--- src/rtl/hex_game_sequencer.sv ---
// hex_game_sequencer: sequences the HEX text display through menu, FIGHT banner, live timer and result.
// Latency: every output is registered and responds one clk edge after the input that caused it.
// Backpressure: none; button pulses outside MENU/RESULT and KO levels outside PLAY are dropped.
//
// Ports:
//   clk, rst_n            clock; synchronous active-low reset
//   btn_mode, btn_start   1-cycle button pulses (mode toggle / start-continue)
//   p1_ko, p2_ko          KO levels from the game core, honoured only during PLAY
//   hex_state             text decoder selector (0=1P 1=2P 2=FIGHt 3=P1 win 4=P2 win 5=Eq 6=timer)
//   game_duration         elapsed match seconds, saturating at MAX_SECS
//   game_active           high only while the match is live
//   mode_2p               selected mode, 0=1P 1=2P
module hex_game_sequencer #(
  parameter int CLK_HZ     = 50_000_000,
  parameter int FIGHT_SECS = 2,
  parameter int MAX_SECS   = 99
) (
  input  logic       clk,
  input  logic       rst_n,
  input  logic       btn_mode,
  input  logic       btn_start,
  input  logic       p1_ko,
  input  logic       p2_ko,
  output logic [2:0] hex_state,
  output logic [6:0] game_duration,
  output logic       game_active,
  output logic       mode_2p
);

  localparam int PW = (CLK_HZ > 1) ? $clog2(CLK_HZ) : 1;
  localparam int SW = (FIGHT_SECS > 1) ? $clog2(FIGHT_SECS) : 1;

  localparam logic [PW-1:0] PRE_LAST = PW'(CLK_HZ - 1);
  localparam logic [SW-1:0] SEC_LAST = SW'(FIGHT_SECS - 1);
  localparam logic [6:0]    DUR_MAX  = 7'(MAX_SECS);
  localparam logic [6:0]    DUR_LAST = 7'(MAX_SECS - 1);

  localparam logic [2:0] HEX_FIGHT  = 3'd2;
  localparam logic [2:0] HEX_P1_WIN = 3'd3;
  localparam logic [2:0] HEX_P2_WIN = 3'd4;
  localparam logic [2:0] HEX_DRAW   = 3'd5;
  localparam logic [2:0] HEX_TIMER  = 3'd6;

  typedef enum logic [1:0] {
    ST_MENU   = 2'd0,
    ST_FIGHT  = 2'd1,
    ST_PLAY   = 2'd2,
    ST_RESULT = 2'd3
  } state_t;

  state_t          state, state_nxt;
  logic [PW-1:0]   prescaler, prescaler_nxt;
  logic [SW-1:0]   sec_cnt, sec_cnt_nxt;
  logic [2:0]      hex_nxt;
  logic [6:0]      dur_nxt;
  logic            active_nxt;
  logic            mode_nxt;
  logic            tick;

  // One-second strobe; prescaler restarts on every state entry so the first
  // tick of a state lands exactly CLK_HZ cycles after entering it.
  assign tick = (prescaler == PRE_LAST);

  always_ff @(posedge clk) begin
    if (!rst_n) begin
      state         <= ST_MENU;
      prescaler     <= '0;
      sec_cnt       <= '0;
      hex_state     <= 3'd0;
      game_duration <= 7'd0;
      game_active   <= 1'b0;
      mode_2p       <= 1'b0;
    end else begin
      state         <= state_nxt;
      prescaler     <= prescaler_nxt;
      sec_cnt       <= sec_cnt_nxt;
      hex_state     <= hex_nxt;
      game_duration <= dur_nxt;
      game_active   <= active_nxt;
      mode_2p       <= mode_nxt;
    end
  end

  always_comb begin
    state_nxt     = state;
    prescaler_nxt = '0;          // timebase idles at zero outside timed states
    sec_cnt_nxt   = sec_cnt;
    hex_nxt       = hex_state;
    dur_nxt       = game_duration;
    active_nxt    = 1'b0;
    mode_nxt      = mode_2p;

    case (state)
      ST_MENU: begin
        if (btn_start) begin
          // start wins over a simultaneous mode press
          state_nxt   = ST_FIGHT;
          hex_nxt     = HEX_FIGHT;
          dur_nxt     = 7'd0;
          sec_cnt_nxt = '0;
        end else begin
          if (btn_mode) mode_nxt = ~mode_2p;
          hex_nxt = {2'b00, mode_nxt};
        end
      end

      ST_FIGHT: begin
        hex_nxt       = HEX_FIGHT;
        prescaler_nxt = tick ? '0 : prescaler + 1'b1;
        if (tick) begin
          if (sec_cnt == SEC_LAST) begin
            state_nxt     = ST_PLAY;
            hex_nxt       = HEX_TIMER;
            active_nxt    = 1'b1;
            prescaler_nxt = '0;
            sec_cnt_nxt   = '0;
          end else begin
            sec_cnt_nxt = sec_cnt + 1'b1;
          end
        end
      end

      ST_PLAY: begin
        hex_nxt       = HEX_TIMER;
        active_nxt    = 1'b1;
        prescaler_nxt = tick ? '0 : prescaler + 1'b1;
        // KO outranks a coincident tick, so the final second is not counted
        if (p1_ko || p2_ko) begin
          state_nxt     = ST_RESULT;
          active_nxt    = 1'b0;
          prescaler_nxt = '0;
          if (p1_ko && p2_ko) hex_nxt = HEX_DRAW;
          else if (p2_ko)     hex_nxt = HEX_P1_WIN;
          else                hex_nxt = HEX_P2_WIN;
        end else if (tick) begin
          if (game_duration >= DUR_LAST) begin
            // time limit reached: saturate and declare a draw
            dur_nxt       = DUR_MAX;
            state_nxt     = ST_RESULT;
            hex_nxt       = HEX_DRAW;
            active_nxt    = 1'b0;
            prescaler_nxt = '0;
          end else begin
            dur_nxt = game_duration + 7'd1;
          end
        end
      end

      ST_RESULT: begin
        if (btn_start) begin
          state_nxt = ST_MENU;
          hex_nxt   = {2'b00, mode_2p};
          dur_nxt   = 7'd0;
        end
      end

      default: begin
        state_nxt = ST_MENU;
        hex_nxt   = {2'b00, mode_2p};
        dur_nxt   = 7'd0;
      end
    endcase
  end

endmodule
--- config.mk ---
export PLATFORM = sky130hd
export DESIGN_NAME = hex_game_sequencer
export DESIGN_NICKNAME = d
export VERILOG_FILES = /design/src/rtl/hex_game_sequencer.sv
export SDC_FILE = /design/constraint.sdc
export NUM_CORES = 1
export LEC_CHECK = 0
export CORE_ASPECT_RATIO = 1.4
export CORE_MARGIN = 5
export CORE_UTILIZATION = 57
export CTS_CLUSTER_DIAMETER = 100
export DETAILED_ROUTE_END_ITERATION = 7
export GPL_TIMING_DRIVEN = 0
export PLACE_DENSITY = 0.89
export SYNTH_ARGS = -nofsm -noshare
export SYNTH_HDL_FRONTEND = slang
export SYNTH_SLANG_ARGS = --single-unit
export TNS_END_PERCENT = 10
--- constraint.sdc ---
create_clock -name clk -period 2.8 [get_ports clk]
set_input_delay 0.42 -clock clk [delete_from_list [all_inputs] [get_ports clk]]
set_output_delay 0.42 -clock clk [all_outputs]
set_load 0.01 [all_outputs]
==> results.py, run 1 <==
metrics = {
    "synth": {
        "synth_ff_type": "dfxtp_1",
        "ys_warn_count": 0,
        "synthMuxAreaShare": 0.00466,
        "syn-instance-count": 255,
        "synth_edf_count": 0,
        "ys_seq_elements": 41,
        "syn_area_sq_um": 2150,
        "synth_compound_area_frac": 0.150,
        "synth-simple-area-share": 0.294,
        "post_synth.cell_area_avg_sq_um": 8.43,
        "synth_area_leader_cell": "dfxtp_1",
        "synth_fa_ha_area_frac": 0.0466,
        "synth_top_family_by_area": "simple AND/OR/NAND/NOR gates",
        "synth_cell_types": 49,
        "mappedNetlistNets": 269,
        "yosysSeqAreaShare": 0.382,
        "synth_top_area_frac": 0.382,
        "yosys.area_share.xor_xnor": 0.0896,
        "synth_area_leaders": "dfxtp_1 38%, nor2_1 7.0%, xor2_1 5.3%, ha_1 4.7%, a21oi_1 4.2%",
        "async_flop_share": 0,
    },
    "cells_and_area": {
        "final_layout_size_suffix_gt1_frac": 0.0968,
        "final_common_cell": "dfxtp_1",
        "final_cell_mix": "41 x dfxtp_1, 40 x nor2_1, 18 x a21oi_1",
        "insertedDiodeCount": 0,
        "nNetsFinal": 292,
        "area_growth_syn_to_layout_pct": 14.0,
        "instances_no_fill": 321,
        "final_cell_area_sq_um": 2450,
        "finalCoreUtilization": 0.673,
    },
    "place": {
        "place_area_sq_um": 2360,
        "port_buffers": 16,
        "place.gp.congestion": 0.941,
        "hpwl_um": 3370,
        "dp_cells": 313,
    },
    "grt": {
        "grtUsageTotal": 0.201,
        "antenna_found_initial": 0,
        "grt_max_degree": 13,
        "grt_pass1_wl_um": 7940,
        "global_route.overflow_total": 0,
        "grt_pass1_vias": 1915,
    },
    "cts": {
        "cts_tree": "done",
        "cts_max_path_buffers": 2,
        "cts_resized": 0,
        "worstSkewPairLatency_ns": 0.30,
        "ctsHoldBuffers": 0,
        "cts.sinks": 41,
        "path_clk_slew_ns": 0.08,
        "cts_setup_buffers": 0,
        "htree_levels": 2,
        "cts_root_buf": "clkbuf_8",
        "numCtsBuffers": 5,
    },
    "floorplan": {
        "start_util": 0.590,
        "fp-row-count": 26,
        "die_area_sq_um": 5120,
        "die_w_um": 61.9,
        "die_h_um": 82.7,
        "ios": 18,
        "coreArea_sq_um": 3640,
    },
    "timing": {
        "setup_tns_ns": 0,
        "worst_slew_pin_slew_ns": 1.14,
        "fmax_mhz": 377,
        "setup_viol": 0,
        "maxSlewHeadroom": 0.235,
        "period_needed_ns": 2.65,
        "finalClockSkew_ns": 0.0115,
        "hold_violations": 0,
        "finalCritPeriodShare": 0.948,
        "drv_slew": 0,
        "grt_setup_unrepaired": "no",
    },
    "detailed_routing": {
        "drcViolationCount": 0,
        "first_pass_iters": 4,
        "drt_iter0_markers": 185,
        "antenna_left": 0,
        "drt_wl_total_um": 4640,
        "via_per_inst": 6.00,
        "dr_total_vias": 1925,
        "avgRoutedWirePerCell_um": 14.5,
    },
    "run_status": {
        "status": "finished clean",
    },
    "flow_run": {
        "drv_cap": 0,
    },
    "critical_path": {
        "cp_slowest_cell": "or4bb_2",
        "worstPathCellList": "inv_1 > ha_1 > or4bb_2 > nor4_1 > a21oi_2 > or3_1 > a221oi_2",
        "startpoint_type": "register",
        "cp_max_fo": 7,
        "cp-end-kind": "register",
        "worst_ep_required_time_ns": 3.02,
        "arrival_ns": 2.87,
        "crit_type": "reg2reg",
        "slowest_delay_ns": 0.64,
    },
    "pwr": {
        "p_total_uw": 1560,
        "p_leak_uw": 0.000824,
        "ir_worst_vdd_mv": 0.704,
        "power_density_nw_per_um2": 638,
    },
    "min_path": {
        "hold_class": "in2reg",
    },
}
[metrics by stage]
step                worst slack [ns]  hold slack [ns]
floorplan                      0.472            0.430
global placement               0.101            0.444
detailed placement            0.0159            0.451
CTS                          0.00604            0.436
global route                  0.0713            0.441
finish                         0.145            0.447
[metal layers]
metal | GRT usage | wire [um] | vias up | part of all wire
met3 | 0.0451 | 259 | 8 | 0.056
met2 | 0.340 | 2340 | 58 | 0.50
met1 | 0.230 | 1960 | 903 | 0.42
li1 | - | - | 956 | -
met4 | 0.102 | 84 | 0 | 0.018
met5 | 0 | 0 | - | 0
[registers in the layout (all words and copies together) (netlist names)]
register,count
prescaler,26
game_duration,7
hex_state,3
state,2
game_active,1
mode_2p,1
sec_cnt,1
[power by group]
group / internal, uW / switching [uW] / total, uW / leakage (uW)
clock: 173 / 202 / 375 / 0.0000450
sequential: 615 / 26.6 / 642 / 0.000331
combinational: 213 / 335 / 548 / 0.000448
total: 1000 / 563 / 1560 / 0.000824
[logic make-up (layout without fill, tap and decap cells)]
family	count (synthesis)	after routing
AO/OA/AOI/OAI	50	50
XOR/XNOR	22	22
adder cells (fa/ha/maj)	8	8
buffers and inverters	18	42
flip-flops	41	41
multiplexers	1	1
AND/OR/NAND/NOR	115	115
[critical path: cells and delay by family, from the launching register on]
family                   cells  cell delay (ns)
flip-flops                   1             0.34
adder cells (fa/ha/maj)      1             0.29
AND/OR/NAND/NOR              3             1.38
buffers and inverters        1             0.12
AO/OA/AOI/OAI                2             0.43
[final cells by class]
cell class	instances	area, sq um
plain buffers	6	27.5
clock buffers	6	72.6
clock inverters	2	10.0
fillers	305	1190
inverters	12	45.0
multi-input cells	196	1260
flip-flops and latches	41	821
well taps	42	52.6
repair buffers	16	160
[synth_stat cells, drive strengths merged, types with 3 or more instances]
cell    number
nor3         3
a21oi       19
nand4       14
and3         3
nor4         7
nor2        40
dfxtp       41
inv         11
nand3       11
nand2       14
xor2        13
or4          4
or3          4
o21ai       13
nor2b        5
xnor2        9
ha           8
clkbuf       3
buf          3
[path summary, 6_finish.rpt]
kind | cells after the start | end | slack, ns | start
max | 7 | game_duration[5] | 0.15 | state[0]
min | 2 | hex_state[0] | 0.45 | rst_n
max reg2reg | 7 | game_duration[5] | 0.15 | state[0]
min reg2reg | 1 | prescaler[0] | 0.46 | prescaler[0]
(Power assumes the default switching activity.)
==> inputs of run 2 (changes only) <==
--- a/config.mk
+++ b/config.mk
@@ -5,13 +5,14 @@
 export SDC_FILE = /design/constraint.sdc
 export NUM_CORES = 1
 export LEC_CHECK = 0
+export ABC_CLOCK_PERIOD_IN_PS = 2800
 export CORE_ASPECT_RATIO = 1.4
 export CORE_MARGIN = 5
 export CORE_UTILIZATION = 57
 export CTS_CLUSTER_DIAMETER = 100
 export DETAILED_ROUTE_END_ITERATION = 7
 export GPL_TIMING_DRIVEN = 0
-export PLACE_DENSITY = 0.89
+export PLACE_DENSITY = 0.79
 export SYNTH_ARGS = -nofsm -noshare
 export SYNTH_HDL_FRONTEND = slang
 export SYNTH_SLANG_ARGS = --single-unit
==> results.py, run 2 (synthesized netlist as in run 1, its figures left out) <==
metrics = {
    "run_status": {
        "status": "finished clean",
    },
    "cells_and_area": {
        "nNetsFinal": 292,
        "largest_reg_flops": 26,
        "reg_top3": "prescaler: 26 flops, game_duration: 7 flops, hex_state: 3 flops",
        "insertedDiodeCount": 0,
        "seqCellArea_sq_um": 821,
        "area_growth_syn_to_layout_pct": 14.5,
        "multi_input_area_sq_um": 1270,
        "final_common_cell": "dfxtp_1",
        "final_cell_mix": "41 x dfxtp_1, 40 x nor2_1, 18 x a21oi_1",
        "final_layout_size_suffix_gt1_frac": 0.0971,
        "top_register": "prescaler",
        "n_fill_cell": 340,
    },
    "floorplan": {
        "die_w_um": 61.9,
        "coreArea_sq_um": 3640,
        "fp-row-count": 26,
        "die_area_sq_um": 5120,
        "die_h_um": 82.7,
        "start_util": 0.590,
        "ios": 18,
    },
    "pwr": {
        "power_density_nw_per_um2": 642,
        "clkPwrFrac": 0.249,
        "p_total_uw": 1580,
        "p_leak_uw": 0.000823,
        "switchingPower_uw": 555,
        "pwr-share-seq": 0.407,
        "p_sw_frac": 0.352,
        "ir_worst_vdd_mv": 0.515,
        "power_frac_comb": 0.345,
        "p_int_uw": 1020,
    },
    "critical_path": {
        "cp_slowest_cell": "or4bb_2",
        "cp-end-kind": "register",
        "slowest_delay_ns": 0.66,
        "reg2reg_slack_ns": 0.24,
        "worst_ep_required_time_ns": 3.02,
        "crit_family": "simple AND/OR/NAND/NOR gates",
        "critPathBufInv": 1,
        "arrival_ns": 2.78,
        "crit_type": "reg2reg",
        "startpoint_type": "register",
        "cp_max_fo": 7,
        "worstPathCellList": "inv_1 > ha_1 > or4bb_2 > nor4_2 > a21oi_2 > or3_1 > a221oi_2",
    },
    "timing": {
        "drv_slew": 0,
        "grt_setup_unrepaired": "no",
        "hold_violations": 0,
        "period_needed_ns": 2.56,
        "finalCritPeriodShare": 0.916,
        "finalClockSkew_ns": 0.00889,
        "worst_slew_pin_slew_ns": 1.18,
        "setup_tns_ns": 0,
        "fmax_mhz": 390,
        "maxSlewHeadroom": 0.207,
        "setup_viol": 0,
    },
    "cts": {
        "numCtsBuffers": 5,
        "cts_root_buf": "clkbuf_8",
        "ctsHoldBuffers": 0,
        "cts_max_path_buffers": 2,
        "cts.sinks": 41,
        "htree_levels": 2,
        "cts_resized": 0,
        "worstSkewPairLatency_ns": 0.30,
        "cts_tree": "done",
        "path_clk_slew_ns": 0.08,
        "cts_setup_buffers": 0,
    },
    "place": {
        "hpwl_um": 3360,
        "place.gp.congestion": 0.835,
        "port_buffers": 16,
    },
    "flow_run": {
        "drv_cap": 0,
    },
    "detailed_routing": {
        "antenna_left": 0,
        "first_pass_iters": 4,
        "drt_wl_total_um": 4550,
        "dr_total_vias": 1930,
        "drt_iter0_markers": 107,
        "drcViolationCount": 0,
        "via_per_inst": 6.03,
        "avgRoutedWirePerCell_um": 14.2,
    },
    "grt": {
        "global_route.overflow_total": 0,
        "grt_pass1_vias": 1854,
        "grtUsageTotal": 0.202,
        "antenna_found_initial": 0,
        "grt_pass1_wl_um": 7790,
        "grt_max_degree": 12,
    },
    "min_path": {
        "hold_class": "in2reg",
    },
}
## run 2: cell count changes in the layout (fill, tap and decap cells not counted)
cell,delta
nor4_2,+1
clkinv_2,-2
clkbuf_8,+1
nor4_1,-1
## run 2: worst paths after layout
kind                      from                to  cells past startpoint
setup reg to reg      state[0]  game_duration[5]                      7
hold / removal           rst_n      hex_state[0]                      2
setup / recovery      state[0]  game_duration[5]                      7
hold reg to reg   hex_state[2]      hex_state[2]                      2
## run 2: area by class of cell
type,instances,share of cell area
multi-input cells,196,0.516
flip-flops and latches,41,0.334
well taps,42,0.0214
clock buffers,7,0.0351
plain buffers,6,0.0112
repair buffers,16,0.0651
inverters,12,0.0183
## run 2: power groups by stage
stage / Combinational (uW) / Clock [uW] / Sequential (uW)
global route: 604 / 425 / 649
global placement: 531 / 0 / 654
detailed placement: 534 / 0 / 656
CTS: 537 / 400 / 642
finish: 544 / 393 / 642
floorplan: 389 / 0 / 659
## run 2: worst register-to-register path: stages, from the launching register on
cell and delay, ns:
dfxtp_1 0.34, inv_1 0.11, ha_1 0.29, or4bb_2 0.66, nor4_2 0.24, a21oi_2 0.16, or3_1 0.41, a221oi_2 0.26
## run 2: per-stage QoR
stage / hold slack [ns] / utilization / instance area, sq um / setup WS (ns) / instances
after CTS: 0.444 / 0.672 / 2450 / 0.109 / 320
after floorplan: 0.430 / - / 2150 / 0.472 / 255
after global routing: 0.471 / 0.675 / 2460 / 0.0137 / 320
final: 0.447 / 0.675 / 2460 / 0.235 / 320
after detailed placement: 0.449 / 0.648 / 2360 / 0.0294 / 313
after global placement: 0.444 / 0.648 / 2360 / 0.0806 / 313
## run 2: layer usage
metal,vias to the layer above,wire length [um],global-route usage
li1,961,-,-
met1,918,1890,0.213
met2,44,2330,0.350
met3,7,241,0.0482
met4,0,91,0.123
met5,-,0,0
==> inputs of run 3 (changes only) <==
--- a/config.mk
+++ b/config.mk
@@ -13,6 +13,7 @@
 export DETAILED_ROUTE_END_ITERATION = 7
 export GPL_TIMING_DRIVEN = 0
 export PLACE_DENSITY = 0.79
+export SLEW_MARGIN = 30
 export SYNTH_ARGS = -nofsm -noshare
 export SYNTH_HDL_FRONTEND = slang
 export SYNTH_SLANG_ARGS = --single-unit
==> results.py, run 3 (synthesized netlist as in run 1, its figures left out) <==
metrics = {
    "grt": {
        "global_route.overflow_total": 0,
        "grt_max_degree": 12,
        "use_met1": 0.224,
        "use_met3": 0.0435,
        "grt_pass1_vias": 1800,
        "grtUsageMet2": 0.351,
        "grt_pass1_wl_um": 7870,
        "antenna_found_initial": 0,
        "grtUsageTotal": 0.202,
        "top_usage_layer": "met2",
    },
    "cells_and_area": {
        "insertedDiodeCount": 0,
        "final_common_cell": "dfxtp_1",
        "nNetsFinal": 292,
        "n_fill_cell": 326,
        "final_cell_mix": "41 x dfxtp_1, 40 x nor2_1, 18 x a21oi_1",
        "area_growth_syn_to_layout_pct": 14.8,
        "largest_reg_flops": 26,
        "multi_input_area_sq_um": 1270,
        "seqCellArea_sq_um": 821,
        "top_register": "prescaler",
        "final_layout_size_suffix_gt1_frac": 0.101,
        "reg_top3": "prescaler: 26 flops, game_duration: 7 flops, hex_state: 3 flops",
    },
    "pwr": {
        "p_int_uw": 1020,
        "switchingPower_uw": 548,
        "p_total_uw": 1570,
        "power_density_nw_per_um2": 637,
        "p_leak_uw": 0.000823,
        "power_frac_comb": 0.346,
        "p_sw_frac": 0.349,
        "ir_worst_vdd_mv": 0.558,
        "clkPwrFrac": 0.246,
        "pwr-share-seq": 0.408,
    },
    "cts": {
        "cts_max_path_buffers": 2,
        "worstSkewPairLatency_ns": 0.29,
        "numCtsBuffers": 5,
        "htree_levels": 2,
        "cts_tree": "done",
        "cts.sinks": 41,
        "ctsHoldBuffers": 0,
        "cts_setup_buffers": 0,
        "cts_root_buf": "clkbuf_8",
        "path_clk_slew_ns": 0.08,
        "cts_resized": 0,
    },
    "timing": {
        "finalClockSkew_ns": 0.00847,
        "period_needed_ns": 2.57,
        "maxSlewHeadroom": 0.514,
        "drv_slew": 0,
        "worst_slew_pin_slew_ns": 0.723,
        "setup_tns_ns": 0,
        "setup_viol": 0,
        "finalCritPeriodShare": 0.919,
        "fmax_mhz": 389,
        "timing.hold.ws_ns": 0.457,
        "grt_setup_unrepaired": "no",
        "hold_violations": 0,
    },
    "detailed_routing": {
        "via_per_inst": 5.87,
        "first_pass_iters": 4,
        "drt_iter0_markers": 121,
        "drcViolationCount": 0,
        "drt_wl_total_um": 4520,
        "avgRoutedWirePerCell_um": 14.1,
        "antenna_left": 0,
        "dr_total_vias": 1878,
    },
    "critical_path": {
        "crit_type": "reg2reg",
        "arrival_ns": 2.75,
        "cp-end-kind": "register",
        "worst_ep_required_time_ns": 2.97,
        "startpoint_type": "register",
        "cp_max_fo": 10,
    },
    "floorplan": {
        "ios": 18,
        "die_area_sq_um": 5120,
        "start_util": 0.590,
        "die_h_um": 82.7,
        "coreArea_sq_um": 3640,
        "die_w_um": 61.9,
        "fp-row-count": 26,
    },
    "place": {
        "port_buffers": 16,
        "place.gp.congestion": 0.835,
        "hpwl_um": 3350,
    },
    "flow_run": {
        "drv_cap": 0,
    },
    "run_status": {
        "status": "finished clean",
    },
    "min_path": {
        "hold_class": "in2reg",
    },
}
-- run 3: cell counts in the layout (fill, tap and decap cells not counted) --
No cell type changed its count.
-- run 3: power by group through the flow --
stage	Clock [uW]	Combinational (uW)	Sequential, uW
floorplan	0	389	659
finish	386	544	642
global route	422	599	648
CTS	397	538	642
detailed placement	0	533	656
global placement	0	531	654
-- run 3: final timing paths --
| kind | start | to | slack [ns] | depth (start not counted) |
|---|---|---|---|---|
| max | prescaler[0] | prescaler[7] | 0.23 | 7 |
| min | rst_n | hex_state[0] | 0.46 | 2 |
| max reg2reg | prescaler[0] | prescaler[7] | 0.23 | 7 |
| min reg2reg | hex_state[2] | hex_state[2] | 0.46 | 2 |
-- run 3: cell type report --
type                            instances  area share
Timing Repair Buffer                   16      0.0649
Tap cell                               42      0.0213
Inverter                               12      0.0183
Clock buffer                            7      0.0350
Sequential cell                        41       0.333
Buffer                                  6      0.0112
Multi-Input combinational cell        196       0.517
-- run 3: critical path, cell delays in order (launching register included) --
cell,delay [ns]
dfxtp_1,0.37
ha_1,0.23
nand4_1,0.28
nor4_2,0.61
nand2_1,0.19
o2111ai_1,0.35
buf_2,0.35
nor2_1,0.07
-- run 3: per-stage QoR --
step | cell area, sq um | utilization | setup slack [ns] | instances
after floorplan | 2150 | - | 0.472 | 255
after global placement | 2360 | 0.648 | 0.0806 | 313
after detailed placement | 2370 | 0.650 | 0.0314 | 313
after CTS | 2450 | 0.674 | 0.0492 | 320
after global routing | 2470 | 0.677 | 0.0610 | 320
final | 2470 | 0.677 | 0.227 | 320
-- run 3: per-layer routing --
layer	vias up	wire length, um	part of all wire
li1	956	-	-
met1	872	1890	0.42
met2	45	2330	0.52
met3	5	231	0.051
met4	0	69	0.015
met5	-	0	0
